[config.mk]
export PLATFORM = sky130hd
export DESIGN_NAME = bexkat1_scoreboard_flat
export DESIGN_NICKNAME = d
export VERILOG_FILES = /design/src/rtl/bexkat1_pkg.sv /design/src/rtl/bexkat1_scoreboard_if.sv /design/src/rtl/bexkat1_scb_match.sv /design/src/rtl/bexkat1_scoreboard.sv /design/src/flat_wrapper.sv
export SDC_FILE = /design/constraint.sdc
export NUM_CORES = 1
export LEC_CHECK = 0
export BUFFER_PORTS_ARGS = -buffer_cell sky130_fd_sc_hd__buf_2
export CORE_MARGIN = 4
export CORE_UTILIZATION = 35
export DETAILED_ROUTE_END_ITERATION = 10
export SLEW_MARGIN = 10
export SYNTH_ARGS = -nofsm -noshare
export SYNTH_HDL_FRONTEND = slang
export SYNTH_SLANG_ARGS = --single-unit
export TNS_END_PERCENT = 10
[constraint.sdc]
create_clock -name clk_i -period 1.4 [get_ports clk_i]
set_input_delay 0.07 -clock clk_i [delete_from_list [all_inputs] [get_ports clk_i]]
set_output_delay 0.07 -clock clk_i [all_outputs]
set_load 0.005 [all_outputs]
[src/rtl/bexkat1_pkg.sv]
// Shared types for the bexkat1 hazard/forwarding scoreboard.
// Entries carry a fixed-width dst so one struct serves every NREGS up to 256.
package bexkat1_pkg;

    localparam int unsigned MaxRaw = 8;
    localparam int unsigned MaxSw  = 4;

    typedef struct packed {
        logic              vld;
        logic              we;
        logic              ld;
        logic [MaxRaw-1:0] dst;
    } scb_entry_t;

    typedef logic [MaxSw-1:0] fwd_sel_t;

    localparam fwd_sel_t FWD_RF = '0;

endpackage

[src/rtl/bexkat1_scoreboard_if.sv]
// Issue-side bundle between idecode and the scoreboard.
// Master is the decode stage, slave is the scoreboard.
interface bexkat1_scoreboard_if #(
    parameter int unsigned NSTAGES = 3,
    parameter int unsigned NREGS   = 16,
    parameter int unsigned NSRC    = 2
);
    localparam int unsigned RAW = $clog2(NREGS);
    localparam int unsigned SW  = $clog2(NSTAGES + 1);

    logic                issue_vld;
    logic                issue_we;
    logic                issue_ld;
    logic [RAW-1:0]      issue_dst;
    logic [NSRC*RAW-1:0] issue_src;
    logic [NSRC-1:0]     issue_use;
    logic                advance;
    logic [NSTAGES-1:0]  flush;
    logic [NSRC*SW-1:0]  fwd_sel;
    logic                stall;
    logic [NREGS-1:0]    busy;

    modport master (
        output issue_vld, issue_we, issue_ld, issue_dst, issue_src, issue_use, advance, flush,
        input  fwd_sel, stall, busy
    );

    modport slave (
        input  issue_vld, issue_we, issue_ld, issue_dst, issue_src, issue_use, advance, flush,
        output fwd_sel, stall, busy
    );

endinterface

[src/rtl/bexkat1_scb_match.sv]
// Priority match of one source operand against the in-flight stage array.
// Returns the youngest matching stage and whether its result is not yet produced.
module bexkat1_scb_match
    import bexkat1_pkg::*;
#(
    parameter int unsigned NSTAGES    = 3,
    parameter int unsigned LOAD_STAGE = 2
) (
    input  scb_entry_t [NSTAGES-1:0] ents,
    input  logic [MaxRaw-1:0]        src,
    input  logic                     use_op,
    output fwd_sel_t                 sel,
    output logic                     not_ready
);

    always_comb begin
        sel       = FWD_RF;
        not_ready = 1'b0;
        // Oldest first, so a younger match simply overwrites an older one.
        for (int k = int'(NSTAGES); k >= 1; k--) begin
            if (use_op && ents[k-1].vld && ents[k-1].we && (ents[k-1].dst == src)) begin
                sel       = fwd_sel_t'(k);
                not_ready = ents[k-1].ld && (k < int'(LOAD_STAGE));
            end
        end
    end

endmodule

[src/rtl/bexkat1_scoreboard.sv]
// Hazard/forwarding scoreboard: tracks in-flight destinations over NSTAGES stages,
// selects a forwarding source per operand and stalls issue on load-use.
module bexkat1_scoreboard
    import bexkat1_pkg::*;
#(
    parameter int unsigned NSTAGES    = 3,
    parameter int unsigned NREGS      = 16,
    parameter int unsigned NSRC       = 2,
    parameter int unsigned LOAD_STAGE = 2
) (
    input logic                 clk_i,
    input logic                 rst_i,
    bexkat1_scoreboard_if.slave bus
);

    localparam int unsigned RAW = $clog2(NREGS);
    localparam int unsigned SW  = $clog2(NSTAGES + 1);

    if (LOAD_STAGE > NSTAGES || LOAD_STAGE < 1 || NSTAGES > 7 || NREGS > 256)
    begin : g_bad_params
        $error("bexkat1_scoreboard: illegal LOAD_STAGE/NSTAGES/NREGS combination");
    end

    scb_entry_t [NSTAGES-1:0] ent_q, ent_d;
    logic [NSRC-1:0]          not_ready;
    logic                     stall;

    for (genvar j = 0; j < NSRC; j++) begin : g_match
        fwd_sel_t sel;
        logic     unused_sel;

        bexkat1_scb_match #(
            .NSTAGES    (NSTAGES),
            .LOAD_STAGE (LOAD_STAGE)
        ) u_match (
            .ents      (ent_q),
            .src       (MaxRaw'(bus.issue_src[j*RAW +: RAW])),
            .use_op    (bus.issue_use[j]),
            .sel       (sel),
            .not_ready (not_ready[j])
        );

        assign bus.fwd_sel[j*SW +: SW] = sel[SW-1:0];
        assign unused_sel              = ^sel[MaxSw-1:SW];
    end

    assign stall     = bus.issue_vld & (|not_ready);
    assign bus.stall = stall;

    always_comb begin
        bus.busy = '0;
        for (int k = 0; k < int'(NSTAGES); k++) begin
            if (ent_q[k].vld && ent_q[k].we) begin
                bus.busy[ent_q[k].dst[RAW-1:0]] = 1'b1;
            end
        end
    end

    // Flush kills the entry where it sits; the shift then carries the dead copy.
    always_comb begin
        ent_d = ent_q;
        for (int k = 0; k < int'(NSTAGES); k++) begin
            if (bus.flush[k]) begin
                ent_d[k].vld = 1'b0;
            end
        end
        if (bus.advance) begin
            for (int k = int'(NSTAGES) - 1; k >= 1; k--) begin
                ent_d[k] = ent_d[k-1];
            end
            ent_d[0] = '{vld: bus.issue_vld & ~stall,
                         we:  bus.issue_we,
                         ld:  bus.issue_ld,
                         dst: MaxRaw'(bus.issue_dst)};
        end
    end

    always_ff @(posedge clk_i or negedge rst_i) begin
        if (!rst_i) begin
            ent_q <= '0;
        end else begin
            ent_q <= ent_d;
        end
    end

endmodule
[src/flat_wrapper.sv]
// flat-port wrapper written by rule: the top's interface ports become plain ports
module bexkat1_scoreboard_flat import bexkat1_pkg::*;
#(
    parameter int unsigned NSTAGES    = 3,
    parameter int unsigned NREGS      = 16,
    parameter int unsigned NSRC       = 2,
    parameter int unsigned LOAD_STAGE = 2
)
  (clk_i, rst_i, bus_issue_vld, bus_issue_we, bus_issue_ld, bus_issue_dst, bus_issue_src, bus_issue_use, bus_advance, bus_flush, bus_fwd_sel, bus_stall, bus_busy);
  bexkat1_scoreboard_if #(.NSTAGES(NSTAGES), .NREGS(NREGS), .NSRC(NSRC)) bus_i ();
  input logic clk_i;
  input logic rst_i;
  input wire logic [$bits(bus_i.issue_vld)-1:0] bus_issue_vld;
  input wire logic [$bits(bus_i.issue_we)-1:0] bus_issue_we;
  input wire logic [$bits(bus_i.issue_ld)-1:0] bus_issue_ld;
  input wire logic [$bits(bus_i.issue_dst)-1:0] bus_issue_dst;
  input wire logic [$bits(bus_i.issue_src)-1:0] bus_issue_src;
  input wire logic [$bits(bus_i.issue_use)-1:0] bus_issue_use;
  input wire logic [$bits(bus_i.advance)-1:0] bus_advance;
  input wire logic [$bits(bus_i.flush)-1:0] bus_flush;
  output wire logic [$bits(bus_i.fwd_sel)-1:0] bus_fwd_sel;
  output wire logic [$bits(bus_i.stall)-1:0] bus_stall;
  output wire logic [$bits(bus_i.busy)-1:0] bus_busy;
  assign bus_i.issue_vld = bus_issue_vld;
  assign bus_i.issue_we = bus_issue_we;
  assign bus_i.issue_ld = bus_issue_ld;
  assign bus_i.issue_dst = bus_issue_dst;
  assign bus_i.issue_src = bus_issue_src;
  assign bus_i.issue_use = bus_issue_use;
  assign bus_i.advance = bus_advance;
  assign bus_i.flush = bus_flush;
  assign bus_fwd_sel = bus_i.fwd_sel;
  assign bus_stall = bus_i.stall;
  assign bus_busy = bus_i.busy;
  bexkat1_scoreboard #(.NSTAGES(NSTAGES), .NREGS(NREGS), .NSRC(NSRC), .LOAD_STAGE(LOAD_STAGE)) u_core (.clk_i(clk_i), .rst_i(rst_i), .bus(bus_i));
endmodule
==> flow_summary.toml <==
[placed_design]
place_hpwl_um = 3310
numPortBuffers = 43
place_ws_ns = -0.127
gp_congestion = 0.856

[detailed_routing]
drc = 0
drt_wl_total_um = 4270
vias = 1519
ant_nets = 0
drt_iter0_markers = 68
wl_per_cell_um = 15.0
first_pass_iters = 4
avgViaCountPerCell = 5.33

[layout]
nets = 259
drive_above_1_share_pct = 49.8
mostFrequentLayoutCell = "buf_2"
top_regs = "u_core.ent_q (19)"
top_register = "u_core.ent_q"
largest_reg_flops = 19
n_antenna_cell = 0
fin_util_pct = 51.4
nFillCells = 419
most-common-layout-cells = "buf_2, nand2_1, xor2_1"
area_growth_pct = 37.8

[floorplanning]
die-area_mm2 = 0.00554
core_area_mm2 = 0.00414
start_util_pct = 37.3
die_w_um = 74.4
ios = 44
fp.dieH_um = 74.4
row_count = 23

[clock_network]
htree_levels = 1
clk_latency_ns = 0.26
cts_buffers = 3
clock_tree.buffer_depth = 2
numClockSinks = 19
cts-root-buf = "clkbuf_8"
cts_tree = "built"
clkTransAtPathRegs_ns = 0.07

[grt]
grt_pass1_wl_um = 6800
grt_usage_pct = 15.7
grt_antenna_before_repair = 0
grt_overflow_total = 0
grt_max_degree = 22
grt_pass1_vias = 1422

[timing]
tns_ns = -3.56
final_hold_viol_count = 0
finClkSkew_ns = 0.00259
maxSlewViolCount = 0
slew_headroom_pct = 70.4
fin_crit_ns = 1.70
setup_viol = 20
max_freq_mhz = 589
fin_ws_ns = -0.298
rsz0062_at_grt = "true"
tightest_slew_ns = 0.444
holdWs_ns = 0.0452
post-route-period-util_pct = 121

[run]
cap_violations = 0

[synthesis]
yosys_warnings = 0
synth_nets = 202
synth-seq-cells = 19
avgSynthCellArea_um2 = 8.63
ys_seq_area_share_pct = 30.8
synth_area_mm2 = 0.00155
ys_async_sr_fraction_pct = 100
synthCells = 179
synth_edf_count = 0
ys.flop_type = "dfrtp_1"
synth_cell_types = 32

[worst_setup_path]
worstPathRequired_ns = 1.33
crit_path_max_fanout = 4
critPathArrivalTime_ns = 1.63
critPathLaunchType = "register"
crit_path_end_kind = "output port"
crit_type = "reg2out"

[pwr]
ir_drop_v = 0.000398
power_density_mw_per_mm2 = 819
p_total_mw = 1.74
leakagePower_nw = 1.00

[outcome]
status = "finished with violations"
violations = "negative setup slack"

[hold_path]
worstHoldPathType = "in2reg"
==> power breakdown <==
part | total, mW | internal (mW) | switching, mW | leakage (nW)
Sequential | 0.749 | 0.626 | 0.123 | 0.222
Combinational | 0.604 | 0.313 | 0.290 | 0.761
Clock | 0.391 | 0.201 | 0.191 | 0.0217
==> metal layers <==
layer / track usage [%] / vias to the layer above / wire [um] / part of all wire (%)
met5: 0 / - / 0 / 0
met4: 2.57 / 0 / 14 / 0.33
met3: 2.84 / 5 / 326 / 7.6
met2: 25.3 / 62 / 2010 / 47
met1: 22.3 / 719 / 1910 / 45
li1: - / 733 / - / -
==> logic make-up after synthesis <==
| family | Yosys count | synth area share [%] |
|---|---|---|
| AND/OR/NAND/NOR | 81 | 27.0 |
| XOR/XNOR | 24 | 13.6 |
| AO/OA/AOI/OAI | 21 | 10.8 |
| flip-flops | 19 | 30.8 |
| multiplexers | 17 | 12.3 |
| buffers and inverters | 17 | 5.43 |
==> critical path: stages, from the launching register on <==
cell and delay [ns]:
dfrtp_2 0.44, buf_4 0.15, nor3b_2 0.14, buf_4 0.15, a222oi_1 0.29, inv_1 0.06, buf_2 0.13
==> cell usage after synthesis, types with 2 or more instances <==
master | number | area, um^2
nand2_1 | 32 | 120
xor2_1 | 18 | 158
a21boi_1 | 2 | 15.0
nand4_1 | 5 | 31.3
buf_2 | 10 | 50.1
xnor2_1 | 6 | 52.6
and3_1 | 3 | 18.8
nor3_1 | 7 | 35.0
nor2b_1 | 6 | 37.5
inv_1 | 2 | 7.51
mux2_2 | 16 | 180
a22oi_1 | 8 | 60.1
nor2_1 | 6 | 22.5
and2_1 | 4 | 25.0
nand3_1 | 7 | 35.0
clkbuf_1 | 4 | 15.0
dfrtp_1 | 19 | 475
nor3b_1 | 3 | 22.5
a32oi_1 | 6 | 52.6
nand2b_1 | 3 | 18.8
==> worst paths after layout <==
check                      cells after the start  slack [ns]               end             from
max reg2reg                                    5        0.05  u_core.ent_q[10]  u_core.ent_q[2]
max in group asynchronous                      2        0.79  u_core.ent_q[22]            rst_i
min reg2reg                                    1        0.50   u_core.ent_q[8]  u_core.ent_q[8]
max                                            6       -0.30       bus_busy[9]  u_core.ent_q[3]
min in group asynchronous                      2        0.28  u_core.ent_q[32]            rst_i
min                                            2        0.05   u_core.ent_q[8]     bus_issue_ld
==> cell type report <==
type	count	area (um^2)	area share, %
Inverter	2	7.51	0.353
Multi-Input combinational cell	143	1100	51.5
Clock buffer	3	41.3	1.94
Timing Repair Buffer	67	432	20.3
Clock inverter	1	7.51	0.353
Tap cell	50	62.6	2.94
Sequential cell	19	483	22.7
==> timing repair <==
action / 4_1_cts / 5_1_grt
hold buffers: 2 / 0
pin swaps: 15 / 16
endpoints found under the setup margin: 21 / 22
resized for setup: 36 / 6
setup buffers: 2 / 1
cloned: 0 / 0
hold endpoints to repair: 20 / 0
==> per-stage QoR <==
step,instances,instance area (um^2)
6_report,285,2130
3_3_place_gp,276,1900
4_1_cts,284,2090
2_1_floorplan,179,1550
3_5_place_dp,276,1900
5_1_grt,285,2130
No activity file was read; power rests on OpenSTA's default activity.
